File: src/rtl/mips_cpu_ctrl_fsm_pkg.sv
// ---------------------------------------------------------------------------
// mips_cpu_ctrl_fsm_pkg
//   Shared definitions for the multicycle control path: FSM state encoding,
//   write-back destination select, MIPS opcode / funct field constants and the
//   REGIMM link bit. Also provides a helper that tells whether a write-back
//   would target register $0 and must therefore be suppressed.
// ---------------------------------------------------------------------------
package mips_cpu_ctrl_fsm_pkg;

  typedef enum logic [2:0] {
    S_RESET = 3'd0,
    S_FETCH = 3'd1,
    S_EXEC  = 3'd2,
    S_MEM   = 3'd3,
    S_WB    = 3'd4,
    S_HALT  = 3'd5
  } state_t;

  // Register-file destination select; WB_RA forces index 31 in the datapath.
  typedef enum logic [1:0] {
    WB_RT = 2'd0,
    WB_RD = 2'd1,
    WB_RA = 2'd2
  } wb_dst_t;

  typedef logic [5:0] opcode_t;
  typedef logic [5:0] funct_t;

  // Primary opcodes
  localparam opcode_t OP_SPECIAL = 6'h00;
  localparam opcode_t OP_REGIMM  = 6'h01;
  localparam opcode_t OP_J       = 6'h02;
  localparam opcode_t OP_JAL     = 6'h03;
  localparam opcode_t OP_BEQ     = 6'h04;
  localparam opcode_t OP_BNE     = 6'h05;
  localparam opcode_t OP_BLEZ    = 6'h06;
  localparam opcode_t OP_BGTZ    = 6'h07;
  localparam opcode_t OP_ADDI    = 6'h08;
  localparam opcode_t OP_ADDIU   = 6'h09;
  localparam opcode_t OP_SLTI    = 6'h0A;
  localparam opcode_t OP_SLTIU   = 6'h0B;
  localparam opcode_t OP_ANDI    = 6'h0C;
  localparam opcode_t OP_ORI     = 6'h0D;
  localparam opcode_t OP_XORI    = 6'h0E;
  localparam opcode_t OP_LUI     = 6'h0F;
  localparam opcode_t OP_LB      = 6'h20;
  localparam opcode_t OP_LH      = 6'h21;
  localparam opcode_t OP_LWL     = 6'h22;
  localparam opcode_t OP_LW      = 6'h23;
  localparam opcode_t OP_LBU     = 6'h24;
  localparam opcode_t OP_LHU     = 6'h25;
  localparam opcode_t OP_LWR     = 6'h26;
  localparam opcode_t OP_SB      = 6'h28;
  localparam opcode_t OP_SH      = 6'h29;
  localparam opcode_t OP_SWL     = 6'h2A;
  localparam opcode_t OP_SW      = 6'h2B;
  localparam opcode_t OP_SWR     = 6'h2E;

  // SPECIAL function codes
  localparam funct_t FUNCT_SLL   = 6'h00;
  localparam funct_t FUNCT_SRL   = 6'h02;
  localparam funct_t FUNCT_SRA   = 6'h03;
  localparam funct_t FUNCT_SLLV  = 6'h04;
  localparam funct_t FUNCT_SRLV  = 6'h06;
  localparam funct_t FUNCT_SRAV  = 6'h07;
  localparam funct_t FUNCT_JR    = 6'h08;
  localparam funct_t FUNCT_JALR  = 6'h09;
  localparam funct_t FUNCT_MFHI  = 6'h10;
  localparam funct_t FUNCT_MTHI  = 6'h11;
  localparam funct_t FUNCT_MFLO  = 6'h12;
  localparam funct_t FUNCT_MTLO  = 6'h13;
  localparam funct_t FUNCT_MULT  = 6'h18;
  localparam funct_t FUNCT_MULTU = 6'h19;
  localparam funct_t FUNCT_DIV   = 6'h1A;
  localparam funct_t FUNCT_DIVU  = 6'h1B;
  localparam funct_t FUNCT_ADD   = 6'h20;
  localparam funct_t FUNCT_ADDU  = 6'h21;
  localparam funct_t FUNCT_SUB   = 6'h22;
  localparam funct_t FUNCT_SUBU  = 6'h23;
  localparam funct_t FUNCT_AND   = 6'h24;
  localparam funct_t FUNCT_OR    = 6'h25;
  localparam funct_t FUNCT_XOR   = 6'h26;
  localparam funct_t FUNCT_NOR   = 6'h27;
  localparam funct_t FUNCT_SLT   = 6'h2A;
  localparam funct_t FUNCT_SLTU  = 6'h2B;

  // REGIMM: rt bit 4 distinguishes the linking branches (BLTZAL 5'h10,
  // BGEZAL 5'h11) from the plain ones (BLTZ 5'h00, BGEZ 5'h01).
  localparam int REGIMM_LINK_BIT = 4;

  // A write-back aimed at $0 still visits S_WB but must not strobe the
  // register file. Link writes always go to $31.
  function automatic logic wb_suppressed(wb_dst_t dst, logic [4:0] rt, logic [4:0] rd);
    return ((dst == WB_RD) && (rd == 5'd0)) || ((dst == WB_RT) && (rt == 5'd0));
  endfunction

endpackage

File: src/rtl/mips_cpu_ctrl_fsm_if.sv
// ---------------------------------------------------------------------------
// mips_cpu_ctrl_fsm_if
//   Avalon-style memory handshake between the control FSM and the memory
//   port of the datapath.
//     mem_read        : read request (instruction fetch or load)
//     mem_write       : write request (store)
//     mem_waitrequest : memory not ready; requester holds its request
//   master modport : control FSM side (drives requests)
//   slave  modport : memory side (drives waitrequest)
// ---------------------------------------------------------------------------
interface mips_cpu_ctrl_fsm_if;
  logic mem_read;
  logic mem_write;
  logic mem_waitrequest;

  modport master (
    output mem_read,
    output mem_write,
    input  mem_waitrequest
  );

  modport slave (
    input  mem_read,
    input  mem_write,
    output mem_waitrequest
  );
endinterface

File: src/rtl/mips_cpu_ctrl_decode.sv
// ---------------------------------------------------------------------------
// mips_cpu_ctrl_decode
//   Purely combinational instruction classifier for the control FSM.
//   Ports:
//     opcode, funct, rt : instruction fields of the held instruction
//     is_load           : instruction reads data memory
//     is_store          : instruction writes data memory
//     has_wb            : instruction writes the register file
//     wb_dst            : destination select (WB_RT when has_wb=0)
//     is_multdiv        : instruction must wait for the mult/div unit
//   Unknown opcodes/functs decode as a no-op (all flags 0).
// ---------------------------------------------------------------------------
module mips_cpu_ctrl_decode
  import mips_cpu_ctrl_fsm_pkg::*;
(
  input  opcode_t     opcode,
  input  funct_t      funct,
  input  logic [4:0]  rt,
  output logic        is_load,
  output logic        is_store,
  output logic        has_wb,
  output wb_dst_t     wb_dst,
  output logic        is_multdiv
);

  always_comb begin
    is_load    = 1'b0;
    is_store   = 1'b0;
    has_wb     = 1'b0;
    wb_dst     = WB_RT;
    is_multdiv = 1'b0;

    case (opcode)
      OP_SPECIAL: begin
        case (funct)
          FUNCT_SLL, FUNCT_SRL, FUNCT_SRA, FUNCT_SLLV, FUNCT_SRLV, FUNCT_SRAV,
          FUNCT_JALR,
          FUNCT_ADD, FUNCT_ADDU, FUNCT_SUB, FUNCT_SUBU,
          FUNCT_AND, FUNCT_OR, FUNCT_XOR, FUNCT_NOR,
          FUNCT_SLT, FUNCT_SLTU: begin
            has_wb = 1'b1;
            wb_dst = WB_RD;
          end
          // HI/LO reads are ordered behind an in-flight mult/div.
          FUNCT_MFHI, FUNCT_MFLO: begin
            has_wb     = 1'b1;
            wb_dst     = WB_RD;
            is_multdiv = 1'b1;
          end
          FUNCT_MULT, FUNCT_MULTU, FUNCT_DIV, FUNCT_DIVU: begin
            is_multdiv = 1'b1;
          end
          // JR, MTHI, MTLO and unknown functs: no register-file write.
          default: ;
        endcase
      end

      OP_REGIMM: begin
        if (rt[REGIMM_LINK_BIT]) begin
          has_wb = 1'b1;
          wb_dst = WB_RA;
        end
      end

      OP_JAL: begin
        has_wb = 1'b1;
        wb_dst = WB_RA;
      end

      OP_ADDI, OP_ADDIU, OP_SLTI, OP_SLTIU,
      OP_ANDI, OP_ORI, OP_XORI, OP_LUI: begin
        has_wb = 1'b1;
        wb_dst = WB_RT;
      end

      OP_LB, OP_LH, OP_LWL, OP_LW, OP_LBU, OP_LHU, OP_LWR: begin
        is_load = 1'b1;
        has_wb  = 1'b1;
        wb_dst  = WB_RT;
      end

      OP_SB, OP_SH, OP_SWL, OP_SW, OP_SWR: begin
        is_store = 1'b1;
      end

      // J and conditional branches complete in S_EXEC; unknown opcodes too.
      OP_J, OP_BEQ, OP_BNE, OP_BLEZ, OP_BGTZ: ;
      default: ;
    endcase
  end

endmodule

File: src/rtl/mips_cpu_ctrl_fsm.sv
// ---------------------------------------------------------------------------
// mips_cpu_ctrl_fsm
//   Multicycle control FSM. Sequences FETCH -> EXEC -> (MEM) -> (WB) for one
//   instruction at a time and halts when the PC reaches zero.
//   Ports:
//     clk, reset      : clock; synchronous active-high reset
//     opcode, funct   : fields of the held instruction (valid from EXEC)
//     rt, rd          : register fields (REGIMM sub-op / destinations)
//     pc_zero         : current PC is zero -> halt instead of fetching
//     multdiv_busy    : mult/div unit still computing
//     mem             : memory handshake (master side)
//     ir_write        : pulse, latch the fetched instruction word
//     pc_write        : pulse, advance the PC
//     reg_write_en    : one-cycle register-file write strobe
//     reg_dst         : write-back destination select
//     active          : processor running (FETCH..WB)
//   Only the state register is stored; outputs are decodes of the state and
//   the held instruction. ir_write/pc_write additionally wait for the fetch
//   to be accepted (mem_waitrequest low).
// ---------------------------------------------------------------------------
module mips_cpu_ctrl_fsm
  import mips_cpu_ctrl_fsm_pkg::*;
(
  input  logic                        clk,
  input  logic                        reset,
  input  opcode_t                     opcode,
  input  funct_t                      funct,
  input  logic [4:0]                  rt,
  input  logic [4:0]                  rd,
  input  logic                        pc_zero,
  input  logic                        multdiv_busy,
  mips_cpu_ctrl_fsm_if.master         mem,
  output logic                        ir_write,
  output logic                        pc_write,
  output logic                        reg_write_en,
  output wb_dst_t                     reg_dst,
  output logic                        active
);

  state_t  state;

  logic    is_load;
  logic    is_store;
  logic    has_wb;
  wb_dst_t wb_dst;
  logic    is_multdiv;

  mips_cpu_ctrl_decode u_decode (
    .opcode     (opcode),
    .funct      (funct),
    .rt         (rt),
    .is_load    (is_load),
    .is_store   (is_store),
    .has_wb     (has_wb),
    .wb_dst     (wb_dst),
    .is_multdiv (is_multdiv)
  );

  always_ff @(posedge clk) begin
    if (reset) begin
      state <= S_RESET;
    end else begin
      case (state)
        S_RESET: state <= S_FETCH;

        // pc_zero takes priority: no fetch request is issued at PC 0.
        S_FETCH: begin
          if (pc_zero)
            state <= S_HALT;
          else if (!mem.mem_waitrequest)
            state <= S_EXEC;
        end

        S_EXEC: begin
          if (is_multdiv && multdiv_busy)
            state <= S_EXEC;
          else if (is_load || is_store)
            state <= S_MEM;
          else if (has_wb)
            state <= S_WB;
          else
            state <= S_FETCH;
        end

        S_MEM: begin
          if (!mem.mem_waitrequest)
            state <= is_load ? S_WB : S_FETCH;
        end

        S_WB:    state <= S_FETCH;
        S_HALT:  state <= S_HALT;
        default: state <= S_RESET;
      endcase
    end
  end

  logic fetch_req;
  assign fetch_req = (state == S_FETCH) && !pc_zero;

  // Load and store are mutually exclusive in the decoder and FETCH never
  // writes, so read and write can never be asserted together.
  assign mem.mem_read  = fetch_req || ((state == S_MEM) && is_load);
  assign mem.mem_write = (state == S_MEM) && is_store;

  assign ir_write = fetch_req && !mem.mem_waitrequest;
  assign pc_write = fetch_req && !mem.mem_waitrequest;

  assign reg_write_en = (state == S_WB) && !wb_suppressed(wb_dst, rt, rd);

  assign reg_dst = ((state == S_EXEC) || (state == S_MEM) || (state == S_WB)) ? wb_dst : WB_RT;

  assign active = (state == S_FETCH) || (state == S_EXEC) ||
                  (state == S_MEM)   || (state == S_WB);

endmodule
File: src/flat_wrapper.sv
// flat-port wrapper written by rule: the top's interface ports become plain ports
module mips_cpu_ctrl_fsm_flat import mips_cpu_ctrl_fsm_pkg::*;
  (clk, reset, opcode, funct, rt, rd, pc_zero, multdiv_busy, ir_write, pc_write, reg_write_en, reg_dst, active, mem_mem_read, mem_mem_write, mem_mem_waitrequest);
  mips_cpu_ctrl_fsm_if mem_i ();
  input  logic clk;
  input  logic reset;
  input  opcode_t opcode;
  input  funct_t funct;
  input  logic [4:0] rt;
  input  logic [4:0] rd;
  input  logic pc_zero;
  input  logic multdiv_busy;
  output logic ir_write;
  output logic pc_write;
  output logic reg_write_en;
  output wb_dst_t reg_dst;
  output logic active;
  output wire logic [$bits(mem_i.mem_read)-1:0] mem_mem_read;
  output wire logic [$bits(mem_i.mem_write)-1:0] mem_mem_write;
  input wire logic [$bits(mem_i.mem_waitrequest)-1:0] mem_mem_waitrequest;
  assign mem_mem_read = mem_i.mem_read;
  assign mem_mem_write = mem_i.mem_write;
  assign mem_i.mem_waitrequest = mem_mem_waitrequest;
  mips_cpu_ctrl_fsm u_core (.clk(clk), .reset(reset), .opcode(opcode), .funct(funct), .rt(rt), .rd(rd), .pc_zero(pc_zero), .multdiv_busy(multdiv_busy), .mem(mem_i), .ir_write(ir_write), .pc_write(pc_write), .reg_write_en(reg_write_en), .reg_dst(reg_dst), .active(active));
endmodule
File: config.mk
export PLATFORM = sky130hd
export DESIGN_NAME = mips_cpu_ctrl_fsm_flat
export DESIGN_NICKNAME = d
export VERILOG_FILES = /design/src/rtl/mips_cpu_ctrl_fsm_pkg.sv /design/src/rtl/mips_cpu_ctrl_fsm_if.sv /design/src/rtl/mips_cpu_ctrl_decode.sv /design/src/rtl/mips_cpu_ctrl_fsm.sv /design/src/flat_wrapper.sv
export SDC_FILE = /design/constraint.sdc
export NUM_CORES = 1
export LEC_CHECK = 0
export ABC_CLOCK_PERIOD_IN_PS = 5900
export BUFFER_PORTS_ARGS = -buffer_cell sky130_fd_sc_hd__buf_2
export CAP_MARGIN = 20
export CORE_AREA = 2 2 39 41
export CTS_BUF_LIST = sky130_fd_sc_hd__clkbuf_4 sky130_fd_sc_hd__clkbuf_8
export DETAILED_ROUTE_END_ITERATION = 16
export DIE_AREA = 0 0 41 43
export HOLD_SLACK_MARGIN = 0.15
export PLACE_DENSITY = 0.76
export SLEW_MARGIN = 20
export SYNTH_ARGS = -nofsm -noshare
export SYNTH_HDL_FRONTEND = slang
export SYNTH_SLANG_ARGS = --single-unit
File: constraint.sdc
create_clock -name clk -period 5.9 [get_ports clk]
set_clock_uncertainty 0.05 [all_clocks]
set_input_delay 1.18 -clock clk [delete_from_list [all_inputs] [get_ports clk]]
set_output_delay 1.18 -clock clk [all_outputs]
set_load 0.02 [all_outputs]
Word-level counts from Yosys, hierarchy flattened
Index checks and enable logic that the tools add are counted.
{"block": "totals", "register_bits": 3, "inputBits": 27, "output_inout_bits": 8, "word_cells": 104}
{"block": "op_classes", "eq_ne": 52, "muxes": 19, "reduce_logical": 32}
{"op": "equality test 6 bit, second input constant", "n": 22}
{"op": "equality test 6 x 4 -> 1 bit, second input constant", "n": 9}
{"op": "equality test 6 x 5 -> 1 bit, second input constant", "n": 6}
{"op": "2-to-1 mux 3 bit", "n": 7}
{"op": "OR reduction 19 bit", "n": 1}
{"op": "equality test 6 x 2 -> 1 bit, second input constant", "n": 3}
{"op": "equality test 6 x 3 -> 1 bit, second input constant", "n": 3}
{"op": "OR reduction 16 bit", "n": 1}
{"op": "one-hot mux 3 bit (5 select lines)", "n": 1}
{"op": "logical NOT 6 bit", "n": 2}
{"op": "logical NOT 5 bit", "n": 2}
{"op": "logical AND 1 bit", "n": 8}
{"op": "logical OR 1 bit", "n": 8}
{"op": "2-to-1 mux 1 bit", "n": 7}
{"op": "OR reduction 7 bit", "n": 1}
{"op": "equality test 3 x 2 -> 1 bit, second input constant", "n": 2}
{"op": "equality test 3 bit, second input constant", "n": 2}
{"op": "equality test 6 x 1 -> 1 bit, second input constant", "n": 1}
{"op": "one-hot mux 2 bit (3 select lines)", "n": 1}
{"op": "OR reduction 6 bit", "n": 1}
{"op": "OR reduction 5 bit", "n": 1}
{"op": "2-to-1 mux 2 bit", "n": 2}
{"op": "equality test 3 x 1 -> 1 bit, second input constant", "n": 1}
{"op": "logical NOT 1 bit", "n": 3}
{"op": "other kinds (8)", "n": 8}

Depth between registers and ports, before layout
Gate-level depths: netlist of the first run.
{"block": "logic_depth", "word_depth": 9, "mapped_depth": 5, "ltp_nobuf": 4}

Modules after synthesis
A second synthesis of the first run with hierarchy kept.
{"block": "hier_totals", "cells_unflattened": 75, "area_unflattened_um2": 548.0}
{"module": "mips_cpu_ctrl_fsm", "instances": 1, "cells_per_inst": 46, "area_each_um2": 345.3, "seq_area_each_um2": 60.1}
{"module": "mips_cpu_ctrl_decode", "instances": 1, "cells_per_inst": 29, "area_each_um2": 202.7, "seq_area_each_um2": 0.0}

Worst setup path after synthesis of the first run
Ideal clock, no wire load.
{"block": "synth_path", "kind": "input -> output", "from": "in opcode[5]", "to": "out reg_write_en", "arrival_ns": 2.786, "t_required_ns": 4.670, "slack_ns": 1.884, "cell_stages": 4, "n_path_buf": 0, "path_cell_list": "or4_4 -> a311o_1 -> a21o_1 -> a311oi_1"}
{"block": "synth_between", "elab_chain_cells": 7, "word_cells_on_any_way": 11, "cone_classes": "eq/ne: 3; mux: 1; reduce/logical: 7"}
{"item": "from (decl)", "line_no": "flat_wrapper.sv:7", "text": "input opcode_t opcode;"}
{"item": "equality test 6 x 2 -> 1 bit (tied with other cells)", "line_no": "mips_cpu_ctrl_decode.sv:33", "text": "case (opcode)"}
{"item": "one-hot mux 2 bit (3 select lines) (*)", "line_no": "mips_cpu_ctrl_decode.sv:33"}
{"item": "equality test 2 x 1 -> 1 bit / logical NOT 2 bit (equally long branches)", "line_no": "mips_cpu_ctrl_fsm_pkg.sv:94", "text": "return ((dst == WB_RD) && (rd == 5'd0)) || ((dst == WB_RT) && (rt == 5'd0));"}
{"item": "logical AND 1 bit", "line_no": "mips_cpu_ctrl_fsm_pkg.sv:94"}
{"item": "logical OR 1 bit (*)", "line_no": "mips_cpu_ctrl_fsm_pkg.sv:94"}
{"item": "logical NOT 1 bit (*)", "line_no": "mips_cpu_ctrl_fsm.sv:108", "text": "assign reg_write_en = (state == S_WB) && !wb_suppressed(wb_dst, rt, rd);"}
{"item": "logical AND 1 bit (*)", "line_no": "mips_cpu_ctrl_fsm.sv:108"}
{"item": "to (decl)", "line_no": "flat_wrapper.sv:15", "text": "output logic reg_write_en;"}
Every way passes the cells marked *; elsewhere a longest branch is shown, timed or not.

Worst setup path in the final report of the first run
Ends and elaborated chain as after synthesis.

==> results of run 1 <==
==> cell usage after synthesis <==
| master | count |
|---|---|
| nor4_2 | 1 |
| or2b_1 | 1 |
| and3_1 | 1 |
| nand2_1 | 3 |
| a31o_1 | 1 |
| o21ai_1 | 2 |
| nand3b_1 | 1 |
| inv_1 | 2 |
| a311oi_1 | 1 |
| or3b_2 | 1 |
| nand2b_1 | 4 |
| o21bai_1 | 2 |
| or2_2 | 2 |
| a2111oi_0 | 2 |
| nor4_1 | 2 |
| nor4b_1 | 1 |
| a21oi_1 | 4 |
| nor3_1 | 3 |
| a211oi_1 | 2 |
| or3b_1 | 1 |
| xnor2_1 | 1 |
| or4_4 | 1 |
| buf_4 | 1 |
| mux2i_1 | 1 |
| or4bb_1 | 1 |
| o21ai_0 | 1 |
| dfxtp_1 | 3 |
| o41a_1 | 1 |
| a311o_1 | 1 |
| buf_2 | 1 |
| o32ai_1 | 1 |
| or4_1 | 1 |
| a31o_2 | 1 |
| a2111oi_2 | 1 |
| o2bb2ai_1 | 1 |
| nor2b_1 | 1 |
| nor2_1 | 12 |
| nor3b_1 | 1 |
| mux2_1 | 1 |
| a21o_1 | 2 |
| clkbuf_1 | 1 |
==> cells by family after synthesis <==
logic type	count (synthesis)	share of synthesized area (%)
buf+inv	5	4.600
xor+xnor	1	1.695
simple gates	38	43.58
flops	3	11.62
mux	2	4.116
compound gates	23	34.38
==> final timing paths <==
kind                                      start              end  slack, ns  cells past startpoint
worst max-delay path                  opcode[5]     reg_write_en       1.90                      6
worst min register to register  u_core.state[2]  u_core.state[1]       0.56                      1
worst max register to register  u_core.state[2]  u_core.state[0]       4.34                      4
worst min-delay path            u_core.state[2]  u_core.state[1]       0.56                      1
==> layout make-up <==
cell class | count | area (sq um)
fillers | 154 | 663.1
multi-input cells | 64 | 432.9
repair buffers | 34 | 170.2
flip-flops and latches | 3 | 60.06
clock buffers | 4 | 30.03
well taps | 16 | 20.02
inverters | 2 | 7.507
==> worst max-delay path: stages <==
cell and delay, ns:
buf_2 0.11, or4_4 0.56, a311o_1 0.31, a21o_1 0.20, a311oi_1 0.20, buf_2 0.20
==> per-stage QoR <==
step	hold slack, ns	area (sq um)	cells	power, W	utilization (%)
floorplan	0.4897	516.7	72	0.00005267	-
global route	0.5925	720.7	123	0.0001200	52.08
global placement	0.5354	690.7	119	0.00006931	49.91
CTS	0.5547	720.7	123	0.0001115	52.08
finish	0.5563	720.7	123	0.0001105	52.08
detailed placement	0.5515	690.7	119	0.00007007	49.91
==> routing by layer <==
layer	part of all wire, %	GRT usage, %	routed length [um]
met1	44	19.43	581
met2	50	31.87	658
met3	6.4	3.141	85
met4	0	0	0
met5	0	0	0
==> power by group through the flow <==
stage	Clock, W	Combinational [W]	Sequential, W
5_1_grt	0.0000441	0.0000487	0.0000272
3_3_place_gp	0	0.0000425	0.0000268
2_1_floorplan	0	0.0000285	0.0000241
3_5_place_dp	0	0.0000433	0.0000268
4_1_cts	0.0000414	0.0000437	0.0000265
6_report	0.0000404	0.0000435	0.0000266
==> summary.md, run 1 <==
* 34.12% — switching share of power
* 1083 um — dpl hpwl
* 0 — Post CTS Setup Buffer Count
* 5 — maximum fanout along the worst path
* 679 — detailed-route via count
* 0 — PostCTS Resize Cnt
* 24.1% — Seq pwr share
* 0 — final count of negative-setup-slack endpoints
* 99 — number of nets produced by synthesis
* 0 ns — final total negative setup slack
* 16.92% — total routing usage reported by global routing
* 0 — yosys synthesis warning count
* 0.4696 ns — worst slew pin tran
* 41 — post-synth cell types
* 0 — fin. max-slew vios
* 72 — Gate Count Post-Synth
* 0.23 ns — clock latency of the later-clocked register in the worst-skew pair
* 15 — pin count of the biggest net entering global routing
* 0.3120 nW — leakage dissipation
* 571 — number of global-route vias before repair
* 3 — clk sinks
* 0 — total DRC errors in the routed layout
* 10.76 um — routed len/inst
* 6 — initial DRC count
* 41 um — Chip Width
* 0 — total count of hold-check failures in the final report
* 35 — count of pins on the block boundary
* 250.0 MHz — timing-limited maximum frequency
* 516.7 sq um — cell area after synthesis
* complete, no violations — status
* false — RSZ-0062 raised after global routing
* 0 — Final ANT Viol Nets
* 2 — first-pass detailed-route iteration total
* 0 — initial antenna violation count
* 0 — hold buffer count at CTS
* 11.62% — sequential-to-total area share from yosys stat
* 42.06% — share of cells above drive strength 1
* 0.04 ns — register clock-pin slew on the reported worst setup and hold paths
* 1324 um — Final Routed Wirelength
* 1 — number of H-tree branching levels
* 0.00009282 V — worst voltage drop across the vdd grid
* buf_2, nor2_1, nand2b_1, a21oi_1, clkbuf_4 — most frequent cells in the layout
* 1.900 ns — post-route setup slack
* u_core.state x3 — Largest regs
* 1.890 ns — worst slack after detailed placement
* 0.00003769 W — net switching power of the design
* buf_2 — commonest non-fill, non-tap cell in the layout
* 4.67 ns — data required time at the worst endpoint
* 2.77 ns — data arrival time of the critical path
* 3 — Largest register FFs
* 2194 um — global-route wire length before repair
* 0.7784 — placer congestion estimate
* 14 — std cell rows
* 34 — Port Buf Inserts
* flop to flop — hold crit path type
* yes — TritonCTS clock tree
* 0.00007278 W — internal power
* 4.000 ns — minimum clock period
* 43 um — Vert. Die Dim
* 67.80% — portion of the clock cycle consumed by the worst path in the final layout
* 0 — Remaining Overflow, GRT
* 37.34% — starting utilization of the core area
* dfxtp_1, nor2_1, nand2b_1 — most area-consuming cells after synthesis
* 1763 sq um — die area
* primary input — sort of element at the start of the critical path
* 1384 sq um — area of the core region
* dfxtp_1 — leading area contributor after synthesis
* 36.5% — clock network fraction of total power
* u_core.state — top register by number of flip-flops
* primary input to output pin — Worst Setup Path Type
* output pin — critical path endpoint category
* 39.47% — Area growth, synth to finish
* 0 — MaxCap Viol Count
* 153.3 nW/um^2 — Power Density
* 5.520 — Vias per Instance
* 7.177 sq um — Post-Syn Area per Cell
* 3 — number of register bits inferred by synthesis
* 39.4% — combinational share of power
* 2 — clock tree buffer depth
* 67.89% — Rel. slew slack
* 3 — number of CTS-inserted buffers
* 0 — diode count
* 135 — count of nets after finishing
* 11.62% — proportion of netlist area held by the largest area contributor
* clkbuf_4 — buffer type at the clock tree root
Note: power is estimated with default switching activity, not from simulation.
==> run 2: changes to the inputs <==
--- a/config.mk
+++ b/config.mk
@@ -5,15 +5,16 @@
 export SDC_FILE = /design/constraint.sdc
 export NUM_CORES = 1
 export LEC_CHECK = 0
-export ABC_CLOCK_PERIOD_IN_PS = 5900
+export ABC_AREA = 1
+export ABC_CLOCK_PERIOD_IN_PS = 3360
 export BUFFER_PORTS_ARGS = -buffer_cell sky130_fd_sc_hd__buf_2
 export CAP_MARGIN = 20
-export CORE_AREA = 2 2 39 41
+export CORE_MARGIN = 2
+export CORE_UTILIZATION = 38
 export CTS_BUF_LIST = sky130_fd_sc_hd__clkbuf_4 sky130_fd_sc_hd__clkbuf_8
 export DETAILED_ROUTE_END_ITERATION = 16
-export DIE_AREA = 0 0 41 43
 export HOLD_SLACK_MARGIN = 0.15
-export PLACE_DENSITY = 0.76
+export PLACE_DENSITY = 0.77
 export SLEW_MARGIN = 20
 export SYNTH_ARGS = -nofsm -noshare
 export SYNTH_HDL_FRONTEND = slang
==> constraint.sdc (replaced) <==
create_clock -name clk -period 3.36 [get_ports clk]
set_clock_uncertainty 0.05 [all_clocks]
set_input_delay 0.672 -clock clk [delete_from_list [all_inputs] [get_ports clk]]
set_output_delay 0.672 -clock clk [all_outputs]
set_load 0.02 [all_outputs]
==> run 2 against run 1 <==
Net effect: sequential cell count did not move; critical path type unchanged; synthesized area fell by 1.2%; synthesized cell count rose by 49%; highest routed layer is now met4; worst hold slack improved by 0.018 ns.
==> summary.md, run 2 <==
* complete, no violations — status, unchanged
* u_core.state x3 — Largest regs, unchanged
* 159 — final non-filler cell total, was 123
* 83.54% — Rel. slew slack, was 67.89%
* 60.06 sq um — Register Area, unchanged
* 0.5741 ns — worst hold slack, was 0.5563 ns
* 2.64 ns — data required time at the worst endpoint, was 4.67 ns
* 0 — PostCTS Resize Cnt, unchanged
* 0 — hold buffer count at CTS, unchanged
* 2049 um — global-route wire length before repair, was 2194 um
* 0 — yosys synthesis warning count, unchanged
* nand2_1 — leading cell type by number of instances after synthesis, was nor2_1
* 3 — clk sinks, unchanged
* 0.4493 nW — leakage dissipation, was 0.3120 nW
* 0 — total DRC errors in the routed layout, unchanged
* primary input to output pin — Worst Setup Path Type, unchanged
* 2 — clock tree buffer depth, unchanged
* primary input to flop — hold crit path type, was flop to flop
* 8.352 um — routed len/inst, was 10.76 um
* 4.771 sq um — Post-Syn Area per Cell, was 7.177 sq um
* 0.04 ns — register clock-pin slew on the reported worst setup and hold paths, about the same
* nand2_1 — leading area contributor after synthesis, was dfxtp_1
* 1102 um — dpl hpwl, was 1083 um
* 7 — pin count of the biggest net entering global routing, was 15
* 1328 um — Final Routed Wirelength, was 1324 um
* output pin — critical path endpoint category, unchanged
* 35 — count of pins on the block boundary, unchanged
* 3 — number of CTS-inserted buffers, unchanged
* 1 — number of H-tree branching levels, unchanged
* 0% — mux cell area share after synthesis, was 4.116%
* 0 — Remaining Overflow, GRT, unchanged
* 155 — number of cells after detailed placement, was 119
* 0.8279 — placer congestion estimate, was 0.7784
* buf_2, nand2_1, nor2_1, inv_1, nand3_1 — most frequent cells in the layout, was buf_2, nor2_1, nand2b_1, a21oi_1, clkbuf_4
* buf_2 — commonest non-fill, non-tap cell in the layout, unchanged
* 4 — first-pass detailed-route iteration total, was 2
* 24 — initial DRC count, was 6
* 735 — detailed-route via count, was 679
* 75.60% — portion of the clock cycle consumed by the worst path in the final layout
* 0.2451 ns — worst slew pin tran, was 0.4696 ns
* 39.73% — starting utilization of the core area, was 37.34%
* 11.76% — sequential-to-total area share from yosys stat, was 11.62%
* 3 — number of register bits inferred by synthesis, unchanged
* 22.06% — proportion of netlist area held by the largest area contributor, was 11.62%
* 13 — std cell rows, was 14
* 0 — diode count, unchanged
* 0 — fin. max-slew vios, unchanged
* 1285 sq um — area of the core region, was 1384 sq um
* 0.0001892 W — Total Power, was 0.0001105 W
* 107 — Gate Count Post-Synth, was 72
* 367.9 sq um — total area of multi-input combinational cells, was 432.9 sq um
* 1.82 ns — data arrival time of the critical path, was 2.77 ns
* 2.540 ns — minimum clock period
* 0 — initial antenna violation count, unchanged
* 0 — Final ANT Viol Nets, unchanged
* 262.0 nW/um^2 — Power Density, was 153.3 nW/um^2
* 62.25% — Synth Area in Simple Gates, was 43.58%
* primary input — sort of element at the start of the critical path, unchanged
* 14 — post-synth cell types, was 41
* 0.24 ns — clock latency of the later-clocked register in the worst-skew pair, was 0.23 ns
* 0.0001266 V — worst voltage drop across the vdd grid, was 0.00009282 V
* 3 — Largest register FFs, unchanged
* u_core.state — top register by number of flip-flops, unchanged
* 0 — total count of hold-check failures in the final report, unchanged
* 40.65 um — Vert. Die Dim, was 43 um
* 0 — final count of negative-setup-slack endpoints, unchanged
* 0% — area share of xor/xnor cells in the synthesized design, was 1.695%
* dfxtp_1 — Main synth FF type, unchanged
* 1652 sq um — die area, was 1763 sq um
* 586 — number of global-route vias before repair, was 571
* 0 — number of enable flip-flop cells after synthesis, unchanged
* 29.86% — share of cells above drive strength 1, was 42.06%
* 18.24% — total routing usage reported by global routing, was 16.92%
* 510.5 sq um — cell area after synthesis, was 516.7 sq um
* yes — TritonCTS clock tree, unchanged
* 134 — number of nets produced by synthesis, was 99
* simple AND/OR/NAND/NOR gates — combinational family with the most area after synthesis, unchanged
* 4.623 — Vias per Instance, was 5.520
* 9.804% — fraction of the mapped netlist area in compound gates, was 34.38%
* 3 — maximum fanout along the worst path, was 5
* nand2_1, inv_1, nor2_1 — most area-consuming cells after synthesis, was dfxtp_1, nor2_1, nand2b_1
* 130 — number of fillers in the final layout, was 154
* 41.42% — Area growth, synth to finish, was 39.47%
* clkbuf_4 — buffer type at the clock tree root, unchanged
* 0% — post-synthesis share of cell area spent on full adders, half adders and majority gates, unchanged
* 0 — Post CTS Setup Buffer Count, unchanged
* 172 — count of nets after finishing, was 135
* false — RSZ-0062 raised after global routing, unchanged
* 0 ns — final total negative setup slack, unchanged
* 34 — Port Buf Inserts, unchanged
* 0% — share of synthesized registers carrying an async set or reset, unchanged
* 40.65 um — Chip Width, was 41 um
* 393.7 MHz — timing-limited maximum frequency
* 0 — MaxCap Viol Count, unchanged
* nand2_1, inv_1, nor2_1 — Post-synth top cells, was nor2_1, a21oi_1, nand2b_1
-- run 2: layer usage --
metal	vias up	GRT usage, %	share of wire, %
li1	408	-	-
met1	301	20.45	48
met3	3	3.261	4.8
met4	0	5.000	0.75
met5	-	0	0
met2	23	34.52	47
-- run 2: area by class of cell --
class	count	share of cell area, %
flip-flops and latches	3	8.319
clock buffers	4	4.159
well taps	15	2.600
repair buffers	34	23.57
multi-input cells	83	50.95
inverters	20	10.40
-- run 2: cell families (layout without fill, tap and decap cells) --
group                  count (synthesis)  after routing
AO/OA/AOI/OAI                         10             10
buffers and inverters                 21             58
flip-flops                             3              3
AND/OR/NAND/NOR                       73             73
-- run 2: path summary, 6_finish.rpt --
path | cells after the start | slack (ns) | to | from
max | 12 | 0.82 | reg_write_en | opcode[5]
min | 2 | 0.57 | u_core.state[2] | reset
max reg2reg | 10 | 2.03 | u_core.state[2] | u_core.state[1]
min reg2reg | 5 | 0.67 | u_core.state[0] | u_core.state[1]
-- run 2: worst max-delay path: stages --
cell	delay (ns)
buf_2	0.11
nor2_2	0.12
nand3_1	0.10
inv_1	0.08
nand2_1	0.06
nor2_1	0.09
nand2_1	0.07
and2_4	0.14
nand3b_1	0.14
nand2_1	0.06
nor2_1	0.03
buf_2	0.15
-- run 2: metrics by stage --
step           util, %  setup WS (ns)  cell area, sq um
2_1_floorplan        -         0.9994             510.5
3_3_place_gp     53.85         0.8588             691.9
3_5_place_dp     53.85         0.8139             691.9
4_1_cts          56.18         0.8131             721.9
5_1_grt          56.18         0.6487             721.9
6_report         56.18         0.8198             721.9
-- run 2: where the power goes --
part / total [W] / switching (W) / internal [W]
clock: 0.0000731 / 0.0000204 / 0.0000527
sequential: 0.0000422 / 0.00000340 / 0.0000388
combinational: 0.0000739 / 0.0000434 / 0.0000305
total: 0.000189 / 0.0000672 / 0.000122
